--- src/rtl/midi_route_sched.sv ---
// MIDI router byte scheduler: per-input FIFOs, message framing with running
// status and sysex, round-robin whole-message forwarding, and a panic sequence.
module midi_route_sched #(
    parameter int PORTS          = 16,
    parameter int DEPTH          = 16,
    parameter int LOCK_TIMEOUT   = 65535,
    parameter int DROP_CLOCK     = 1,
    parameter int PANIC_ON_RESET = 1
) (
    input  logic               clk,
    input  logic               rst,
    input  logic [PORTS*8-1:0] rx_data,
    input  logic [PORTS-1:0]   rx_dv,
    output logic [PORTS*8-1:0] tx_data,
    output logic [PORTS-1:0]   tx_dv,
    input  logic [PORTS-1:0]   tx_ready,
    input  logic               route_we,
    input  logic [3:0]         route_sel,
    input  logic [PORTS-1:0]   route_mask,
    input  logic               panic,
    output logic               panic_busy,
    output logic [PORTS-1:0]   rx_ovf
);
    localparam int AW = $clog2(DEPTH);
    localparam int IW = (PORTS > 1) ? $clog2(PORTS) : 1;
    localparam int TW = $clog2(LOCK_TIMEOUT + 1);

    typedef enum logic [1:0] {S_IDLE, S_LOCK, S_PANIC} state_t;

    logic [7:0]       head [PORTS];
    logic [PORTS-1:0] empty_v;
    logic [PORTS-1:0] pop_v;
    logic [PORTS-1:0] ovf_set;

    genvar gi;
    generate
        for (gi = 0; gi < PORTS; gi++) begin : g_fifo
            logic [7:0]  mem_q [DEPTH];
            logic [AW:0] wp_q, rp_q;
            logic [7:0]  in_byte;
            logic        full, push_req, accept;

            assign in_byte  = rx_data[gi*8 +: 8];
            assign empty_v[gi] = (wp_q == rp_q);
            assign full     = (wp_q[AW] != rp_q[AW]) && (wp_q[AW-1:0] == rp_q[AW-1:0]);
            assign push_req = rx_dv[gi] && !((DROP_CLOCK != 0) && (in_byte == 8'hF8));
            // A pop in the same cycle frees a slot, so a full FIFO still accepts.
            assign accept   = push_req && (!full || pop_v[gi]);
            assign ovf_set[gi] = push_req && full && !pop_v[gi];
            assign head[gi] = mem_q[rp_q[AW-1:0]];

            always_ff @(posedge clk) begin
                if (accept) begin
                    mem_q[wp_q[AW-1:0]] <= in_byte;
                end
            end

            always_ff @(posedge clk) begin
                if (rst) begin
                    wp_q <= '0;
                    rp_q <= '0;
                end else begin
                    if (accept)    wp_q <= wp_q + 1'b1;
                    if (pop_v[gi]) rp_q <= rp_q + 1'b1;
                end
            end
        end
    endgenerate

    function automatic logic [1:0] data_len(input logic [7:0] s);
        return (s[7:4] == 4'hC || s[7:4] == 4'hD) ? 2'd1 : 2'd2;
    endfunction

    function automatic logic [1:0] sys_len(input logic [7:0] s);
        case (s)
            8'hF1, 8'hF3: return 2'd1;
            8'hF2:        return 2'd2;
            default:      return 2'd0;
        endcase
    endfunction

    state_t           state_q, state_d;
    logic [IW-1:0]    grant_q, grant_d, last_q, last_d;
    logic [PORTS-1:0] lock_q, lock_d;
    logic [1:0]       rem_q, rem_d;
    logic             sysex_q, sysex_d, started_q, started_d;
    logic [TW-1:0]    timer_q, timer_d;
    logic             pend_q, pend_d, fc_q, fc_d;
    logic [3:0]       ch_q, ch_d, sub_q, sub_d;
    logic [7:0]       rs_q [PORTS];
    logic [PORTS-1:0] route_q [PORTS];
    logic [PORTS-1:0] tx_dv_q;
    logic [PORTS*8-1:0] tx_data_q;
    logic [PORTS-1:0] ovf_q;

    logic             pop, issue, rs_we, out_valid, found, ready_ok;
    logic [7:0]       rs_val, out_byte, cur_head, cur_rs, panic_byte;
    logic [PORTS-1:0] out_mask;
    logic [IW-1:0]    pick, cand;
    logic             cur_empty;

    assign cur_head  = head[grant_q];
    assign cur_rs    = rs_q[grant_q];
    assign cur_empty = empty_v[grant_q];
    assign ready_ok  = ((tx_ready & lock_q) == lock_q);
    assign pop_v     = pop ? (PORTS'(1) << grant_q) : '0;

    // Round-robin search starting just after the last grant.
    always_comb begin
        int c;
        found = 1'b0;
        pick  = '0;
        cand  = '0;
        for (int i = 0; i < PORTS; i++) begin
            c    = (int'(last_q) + 1 + i) % PORTS;
            cand = IW'(c);
            if (!found && !empty_v[cand]) begin
                found = 1'b1;
                pick  = cand;
            end
        end
    end

    always_comb begin
        case (sub_q)
            4'd0, 4'd3, 4'd6: panic_byte = {4'hB, ch_q};
            4'd1:             panic_byte = 8'h78;
            4'd4:             panic_byte = 8'h79;
            4'd7:             panic_byte = 8'h7B;
            default:          panic_byte = 8'h00;
        endcase
        if (!fc_q) panic_byte = 8'hFC;
    end

    always_comb begin
        state_d   = state_q;
        grant_d   = grant_q;
        last_d    = last_q;
        lock_d    = lock_q;
        rem_d     = rem_q;
        sysex_d   = sysex_q;
        started_d = started_q;
        timer_d   = timer_q;
        pend_d    = pend_q | panic;
        fc_d      = fc_q;
        ch_d      = ch_q;
        sub_d     = sub_q;
        pop       = 1'b0;
        issue     = 1'b0;
        rs_we     = 1'b0;
        rs_val    = 8'h00;
        out_valid = 1'b0;
        out_mask  = '0;
        out_byte  = 8'h00;
        case (state_q)
            S_IDLE: begin
                if (pend_q) begin
                    state_d = S_PANIC;
                    pend_d  = panic;
                    fc_d    = 1'b0;
                    ch_d    = '0;
                    sub_d   = '0;
                end else if (found) begin
                    state_d   = S_LOCK;
                    grant_d   = pick;
                    last_d    = pick;
                    lock_d    = route_q[pick];
                    rem_d     = '0;
                    sysex_d   = 1'b0;
                    started_d = 1'b0;
                    timer_d   = '0;
                end
            end
            S_LOCK: begin
                if (cur_empty) begin
                    timer_d = timer_q + 1'b1;
                    if (timer_q == TW'(LOCK_TIMEOUT - 1)) begin
                        state_d   = S_IDLE;
                        sysex_d   = 1'b0;
                        started_d = 1'b0;
                    end
                end else begin
                    timer_d = '0;
                    if (cur_head >= 8'hF8) begin
                        if (ready_ok) begin
                            issue = 1'b1;
                            if (!started_q) state_d = S_IDLE;
                        end
                    end else if (!started_q) begin
                        if (cur_head[7]) begin
                            if (ready_ok) begin
                                issue     = 1'b1;
                                started_d = 1'b1;
                                rs_we     = 1'b1;
                                if (cur_head < 8'hF0) begin
                                    rs_val = cur_head;
                                    rem_d  = data_len(cur_head);
                                end else if (cur_head == 8'hF0) begin
                                    sysex_d = 1'b1;
                                end else begin
                                    rem_d = sys_len(cur_head);
                                    if (sys_len(cur_head) == 2'd0) state_d = S_IDLE;
                                end
                            end
                        end else if (cur_rs != 8'h00) begin
                            if (ready_ok) begin
                                issue     = 1'b1;
                                started_d = 1'b1;
                                rem_d     = data_len(cur_rs) - 2'd1;
                                if (data_len(cur_rs) == 2'd1) state_d = S_IDLE;
                            end
                        end else begin
                            pop     = 1'b1;
                            state_d = S_IDLE;
                        end
                    end else if (cur_head[7] && !(sysex_q && cur_head == 8'hF7)) begin
                        // Unexpected status mid-message: abandon and reframe it fresh.
                        state_d   = S_IDLE;
                        sysex_d   = 1'b0;
                        started_d = 1'b0;
                    end else if (ready_ok) begin
                        issue = 1'b1;
                        if (sysex_q) begin
                            if (cur_head == 8'hF7) begin
                                sysex_d = 1'b0;
                                state_d = S_IDLE;
                            end
                        end else begin
                            rem_d = rem_q - 2'd1;
                            if (rem_q == 2'd1) state_d = S_IDLE;
                        end
                    end
                end
                if (issue) begin
                    pop       = 1'b1;
                    out_valid = 1'b1;
                    out_mask  = lock_q;
                    out_byte  = cur_head;
                end
            end
            S_PANIC: begin
                if (&tx_ready) begin
                    out_valid = 1'b1;
                    out_mask  = '1;
                    out_byte  = panic_byte;
                    if (!fc_q) begin
                        fc_d = 1'b1;
                    end else if (sub_q == 4'd8) begin
                        sub_d = '0;
                        ch_d  = ch_q + 1'b1;
                        if (ch_q == 4'hF) state_d = S_IDLE;
                    end else begin
                        sub_d = sub_q + 1'b1;
                    end
                end
            end
            default: state_d = S_IDLE;
        endcase
    end

    always_ff @(posedge clk) begin
        if (rst) begin
            state_q   <= S_IDLE;
            grant_q   <= '0;
            last_q    <= IW'(PORTS - 1);
            lock_q    <= '0;
            rem_q     <= '0;
            sysex_q   <= 1'b0;
            started_q <= 1'b0;
            timer_q   <= '0;
            pend_q    <= (PANIC_ON_RESET != 0);
            fc_q      <= 1'b0;
            ch_q      <= '0;
            sub_q     <= '0;
            tx_dv_q   <= '0;
            tx_data_q <= '0;
            ovf_q     <= '0;
            for (int i = 0; i < PORTS; i++) begin
                rs_q[i]    <= 8'h00;
                route_q[i] <= ~(PORTS'(1) << i);
            end
        end else begin
            state_q   <= state_d;
            grant_q   <= grant_d;
            last_q    <= last_d;
            lock_q    <= lock_d;
            rem_q     <= rem_d;
            sysex_q   <= sysex_d;
            started_q <= started_d;
            timer_q   <= timer_d;
            pend_q    <= pend_d;
            fc_q      <= fc_d;
            ch_q      <= ch_d;
            sub_q     <= sub_d;
            tx_dv_q   <= out_valid ? out_mask : '0;
            ovf_q     <= ovf_set;
            for (int i = 0; i < PORTS; i++) begin
                tx_data_q[i*8 +: 8] <= (out_valid && out_mask[i]) ? out_byte : 8'h00;
            end
            if (rs_we) rs_q[grant_q] <= rs_val;
            if (route_we && int'(route_sel) < PORTS) route_q[route_sel[IW-1:0]] <= route_mask;
        end
    end

    assign tx_dv      = tx_dv_q;
    assign tx_data    = tx_data_q;
    assign rx_ovf     = ovf_q;
    assign panic_busy = pend_q || (state_q == S_PANIC);

endmodule

--- config.mk ---
export PLATFORM = sky130hd
export DESIGN_NAME = midi_route_sched
export DESIGN_NICKNAME = d
export VERILOG_FILES = /design/src/rtl/midi_route_sched.sv
export SDC_FILE = /design/constraint.sdc
export NUM_CORES = 2
export LEC_CHECK = 0
export ABC_AREA = 1
export ABC_CLOCK_PERIOD_IN_PS = 5900
export BUFFER_PORTS_ARGS = -buffer_cell sky130_fd_sc_hd__buf_4
export CAP_MARGIN = 20
export CORE_UTILIZATION = 61
export DETAILED_ROUTE_END_ITERATION = 8
export PLACE_DENSITY = 0.76
export SYNTH_ARGS = -nofsm -noshare
export SYNTH_HDL_FRONTEND = slang
export SYNTH_SLANG_ARGS = --single-unit
export TNS_END_PERCENT = 100
--- constraint.sdc ---
create_clock -name clk -period 5.9 [get_ports clk]
set_input_delay 1.77 -clock clk [delete_from_list [all_inputs] [get_ports clk]]
set_output_delay 1.77 -clock clk [all_outputs]
set_load 0.005 [all_outputs]
**Yosys cells after proc, flatten, opt, wreduce, memory -nomap -nowiden**

Memory sizes are Yosys's and may differ from the RTL's. A register that Yosys moved wholly into a read port is not among the register bits.
Cells that the tools add are included.

- Bitwise operators: 21
- Mux-type cells: 277
- $add $sub $neg: 53
- Reduce and logical (&&, ||, !) cells: 247
- $lt $le $gt $ge: 20
- Eq/ne operators: 121
- Shift operators: 1

Operators by type and width:

| operator | number |
|---|---|
| $mux W4 | 59 |
| $eq A8 B8 Y1 const B | 21 |
| $add A5 B1 Y5 const B | 32 |
| $mux W1 | 119 |
| $logic_and A1 B1 Y1 | 113 |
| $mux W16 | 7 |
| $mux W8 | 13 |
| $mux W2 | 48 |
| $lt A4 B5 Y1 const B | 17 |
| $eq A5 B5 Y1 | 16 |
| $logic_not A1 Y1 | 78 |
| $bmux W1 S4 | 17 |
| $eq A4 B4 Y1 | 16 |
| $pmux W16 S2 | 2 |
| $add A4 B4 Y4 const B | 9 |
| $reduce_or A2 Y1 | 18 |
| $bmux W8 S4 | 1 |
| $ne A4 B4 Y1 const B | 8 |
| $pmux W8 S4 | 1 |
| $ne A6 B6 Y1 const B | 5 |
| $eq A4 B4 Y1 const B | 6 |
| $ne A3 B3 Y1 const B | 8 |
| $ne A5 B5 Y1 const B | 4 |
| $logic_or A1 B1 Y1 | 19 |
| other kinds (42) | 103 |

- Output and inout bits: 161
- Input port bits: 184
- Memories: 18
- Bits in registers: 360
- Word-level logic and storage cells: 819
- RAM bits: 2,432

Memory list:

| memory | depth | width | rd ports | clocked after memory_dff | write ports | RTL line | text |
|---|---|---|---|---|---|---|---|
| route_q | 16 | 16 | 1 | 1 | 16 | 91 | `logic [PORTS-1:0] route_q [PORTS];` |
| g_fifo[0].mem_q | 16 | 8 | 1 | 1 | 1 | 38 | `logic [7:0] mem_q [DEPTH];` |
| g_fifo[10].mem_q | 16 | 8 | 1 | 1 | 1 | 38 |  |
| g_fifo[11].mem_q | 16 | 8 | 1 | 1 | 1 | 38 |  |
| g_fifo[12].mem_q | 16 | 8 | 1 | 1 | 1 | 38 |  |
| g_fifo[13].mem_q | 16 | 8 | 1 | 1 | 1 | 38 |  |
| 12 more memories | n/a | n/a | n/a | n/a | n/a | n/a |  |

**Depth between registers and ports, before layout**

- Depth in word-level cells: 52
- Depth in mapped cells: 37
- Gate-level depth less buffers: 33

**Worst setup path before layout**

No wires, ideal clock.

- Path kind: register -> register
- From: register last_q[0]
- To: register lock_q[0], read port of route_q
- Period minus slack after synthesis: 4.500 ns
- Setup time: 0.109 ns
- Cell stages (with the launch flop): 34
- Required time: 5.791 ns
- Path buffers: 8
- Data arrival time: 4.391 ns
- Path slack: 1.400 ns
- Cells stage by stage: dfxtp_1 -> buf_4 -> inv_2 -> buf_2 -> ha_1 -> buf_4 -> inv_1 -> buf_2 -> buf_2 -> ha_1 -> nand2_1 -> xnor2_2 -> nand3_2 -> nand2_2 -> nand3_4 -> nor2_4 -> nand4_4 -> nor2_4 -> nand4_2 -> nor2_2 -> nand4_1 -> nand4_1 -> buf_4 -> nand2_2 -> buf_6 -> buf_2 -> nand2_1 -> nand3_1 -> nand3_1 -> nand2_1 -> nand2_1 -> nand3_1 -> nand2_1 -> inv_1

- Longest elaborated chain between the ends: 50
- Elaborated cells between the ends (all ways): 125
- Classes of those cells: add/sub (16); mux (64); reduce/logical (45)

Ends and longest elaborated chain:

| element | RTL line | text |
|---|---|---|
| start: declaration | 83 | `logic [IW-1:0] grant_q, grant_d, last_q, last_d;` |
| start signal: assignment | 265 | `last_q <= IW'(PORTS - 1);` |
| start signal: assignment | 285 | `last_q <= last_d;` |
| $add A4 B1 Y4 (*) | 115 | `c = (int'(last_q) + 1 + i) % PORTS;` |
| $add A4 B2 Y4 | 115 |  |
| $bmux W1 S4 | 117 | `if (!found && !empty_v[cand]) begin` |
| $mux W1 (not written as such) | 117 |  |
| $logic_not A1 Y1 | 117 |  |
| $logic_and A1 B1 Y1 | 117 |  |
| $mux W1 | 117 |  |
| $logic_not A1 Y1 | 117 |  |
| (+34 left out) | n/a |  |
| $mux W1 | 117 |  |
| $logic_not A1 Y1 | 117 |  |
| $logic_and A1 B1 Y1 | 117 |  |
| $mux W1 | 117 |  |
| $logic_not A1 Y1 | 117 |  |
| $logic_and A1 B1 Y1 | 117 |  |
| $mux W1 | 117 |  |
| $reduce_and A3 Y1 (no line) | n/a |  |
| end: declaration | 84 | `logic [PORTS-1:0] lock_q, lock_d;` |

Every way passes the cells marked *; elsewhere a longest branch is shown, timed or not. The select of a mux whose other input is x is not followed.
A chain may end at the register's enable or synchronous reset.

==> out/results.tsv <==
metric	value	unit
outcome	complete, no violations	
via count	86600	
EDFF count, synth	2432	
Worst EP required	6.53	ns
first-pass GRT wire length	500000	um
Setup crit end kind	flip-flop	
worst setup path endpoint	g_fifo[15].mem_q[4][2]$_DFFE_PP_	
switching share of total power	0.342	
total congestion overflow	0	
post-route ant nets	0	
drt first-iter violations	12100	
wire per inst	23.9	um
port bufs	344	
Pwr per Cell Area	422	nW/um2
Mapped Area	119000	um2
layout cells sized above 1	0.121	
Yosys top cell area share	0.614	
endpoint arrival time on the critical path	6.28	ns
NumNets Final	11500	
Post-DP HPWL	222000	um
maximum vdd drop	1.69	mV
H-tree Lvls	5	
Internal	37.5	mW
die width	444	um
max_cap viols	0	
Syn Area/Cell	11.1	um2
vias in the first global route	83400	
clk root buf	clkbuf_16	
Sequential Power Share	0.397	
RSZ-0062 raised after global routing	false	
Synth area leader	edfxtp_1	
Skew-Pair Late Insertion Delay	0.96	ns
dominant synthesized flop cell	edfxtp_1	
Syn Inst Count	10700	
pre-CTS setup slack	0.206	ns
final hold vios	0	
worst slew pin tran	1.17	ns
Psw	19.5	mW
Reg2Reg Depth	27	
most frequent cells in the layout	2432 x edfxtp_1, 1930 x nor2_1, 1509 x nand2_1	
Residual DRC	0	
highest clock rate	0.177	GHz
GRT Resource Usage Total	0.333	
synth warn	0	
fin. max-slew vios	0	
crit-path max FO	23	
PnR worst setup slack	0.252	ns
count of unique library cells instantiated by Yosys	65	
Post-Syn Nets	11000	
leakage power	48.2	nW
row cnt	161	
clk_skew	0.0785	ns
Worst Setup Start Kind	flip-flop	
placed cells	13400	
I/O pin total	345	
Critical R2R Capture	g_fifo[15].mem_q[4][2]$_DFFE_PP_	
pin count of the biggest net entering global routing	100	
Initial Utilization	0.616	
vias per cell	6.20	
# setup viols final	0	
Worst slew margin	0.216	
die height	444	um
worst reg-to-reg setup slack	0.25	ns
Area Growth Syn to Fin	13.7	%
post-route insts no fill	14000	
gp weighted congestion	0.990	
DIE AREA	197000	um2
Final TNS setup	0	ns
CTS tree	yes	
period utilization	0.957	
total CTS buffers	305	
asr flop ratio synth	0	
drt first pass iters	7	
final wirelength	334000	um
CTS Sinks	2876	
Combinational Power Share	0.276	
Fill cells	13400	
post-route minimum period	5.65	ns
leading cell type in the layout, fill and taps excluded	edfxtp_1	
clk buf depth	4	
hold_ws	0.464	ns
sequential share of the synthesized area	0.689	
Clock Pin Slew Worst Setup and Hold Paths	0.06	ns
Hold/Removal Path Class	flip-flop to flip-flop	
core area	193000	um2
initial antenna violation count	22	
kind of critical path	flip-flop to flip-flop	
flops & latches, synth	2876	
Clock power frac	0.326	
leading post-synthesis cells by cell area	edfxtp_1 61%, dfxtp_1 7.5%, nor2_1 6.1%	
state kept, by name (all words and copies together), names as in the netlist, 2 cells and up, named ones only:
name          count
ch_q              4
g_fifo.mem_q   2048
g_fifo.rp_q      80
g_fifo.wp_q      80
grant_q           4
last_q            4
lock_q           16
rem_q             2
route_q         256
rs_q            128
rx_ovf           16
state_q           2
sub_q             4
timer_q          16
tx_data         128
tx_dv            16
metal layers:
layer / track usage / up-vias / share of wire
li1: - / 39000 / -
met1: 0.444 / 41600 / 0.38
met2: 0.527 / 5048 / 0.47
met3: 0.0605 / 911 / 0.10
met4: 0.166 / 10 / 0.053
met5: 0 / - / 0.00017
power groups by stage:
| stage | Combinational (mW) | Clock (mW) | Sequential, mW |
|---|---|---|---|
| after global routing | 16.9 | 19.5 | 22.7 |
| after global placement | 15.0 | 0 | 23.1 |
| after CTS | 15.3 | 18.7 | 22.6 |
| final | 15.8 | 18.6 | 22.7 |
| after floorplan | 10.2 | 0 | 23.0 |
| after detailed placement | 15.2 | 0 | 23.1 |
cell usage after synthesis (all sizes together) (5+ instances only):
library cell  count
xor2             66
a31oi            11
clkinv           16
o22ai           458
a221oi           12
ha               99
nand2          1533
a21oi           226
nand3b           32
o32ai             5
o221ai          114
edfxtp         2432
xnor2            38
o2111ai           8
nor3             75
o211ai           64
nand4            60
o21ai          1346
nor4             11
nor3b            16
nand3           569
dfxtp           444
buf             226
o21a             21
nor2           1951
inv             474
clkbuf          342
stage by stage:
step / area (um2) / util / power (mW)
global route: 135000 / 0.700 / 59.0
detailed placement: 126000 / 0.650 / 38.3
CTS: 135000 / 0.700 / 56.6
global placement: 126000 / 0.650 / 38.1
finish: 135000 / 0.700 / 57.0
floorplan: 119000 / - / 33.2
worst max-delay path: stages (launching register included):
cell and delay (ns):
dfxtp_1 0.87, buf_4 0.32, o21ai_0 0.13, o22ai_1 0.14
o21ai_0 0.10, o22ai_1 0.37, nand2_1 0.37, o2111ai_1 0.43
nand2_1 0.12, nand2_1 0.11, nor2_2 0.05, inv_1 0.12
nand3_1 0.09, nor2_1 0.13, nand3_1 0.11, nand3_1 0.09
nand2_1 0.07, nand2_1 0.09, nand2_2 0.08, nand2_4 0.17
buf_12 0.18, nand2_1 0.11, nand2_1 0.12, nand2_1 0.18
inv_1 0.24, nand2_1 0.24, nor2_1 0.16, buf_4 0.18
worst min-delay path by stage:
stage / startpoint / endpoint / slack [ns] / cells after the start
2_1_floorplan: rem_q[1]$_SDFFE_PP0P_ / rem_q[1]$_SDFFE_PP0P_ / 0.43 / 2
6_report: rem_q[1]$_SDFFE_PP0P_ / rem_q[1]$_SDFFE_PP0P_ / 0.46 / 2
4_1_cts: rem_q[1]$_SDFFE_PP0P_ / rem_q[1]$_SDFFE_PP0P_ / 0.47 / 2
3_3_place_gp: rem_q[1]$_SDFFE_PP0P_ / rem_q[1]$_SDFFE_PP0P_ / 0.45 / 2
3_5_place_dp: rem_q[1]$_SDFFE_PP0P_ / rem_q[1]$_SDFFE_PP0P_ / 0.46 / 2
5_1_grt: g_fifo[11].rp_q[4]$_SDFFE_PP0P_ / g_fifo[11].rp_q[4]$_SDFFE_PP0P_ / 0.50 / 2
area by class of cell:
class                   instances  area [um2]  area share
diodes                         21        52.6    0.000389
clock buffers                 414        8500      0.0628
clock inverters               115        1090     0.00808
inverters                     490        1850      0.0136
multi-input cells            6755       32600       0.241
flip-flops and latches       2876       81900       0.606
well taps                    2526        3160      0.0234
repair buffers                784        6070      0.0449
cells by family (layout without fill, tap and decap cells):
family,count (synthesis),in the layout,synth area share
AND/OR/NAND/NOR,4256,4256,0.146
AO/OA/AOI/OAI,2296,2296,0.109
flip-flops,2876,2876,0.689
adder cells (fa/ha/maj),99,99,0.0104
other,0,21,0
XOR/XNOR,104,104,0.00807
buffers and inverters,1058,1803,0.0373
what timing repair did:
item	CTS	global route
setup buffers	0	0
hold buffers	0	0
gates resized for setup	0	4
endpoints found under the setup margin	0	1115
(Power assumes the default switching activity.)
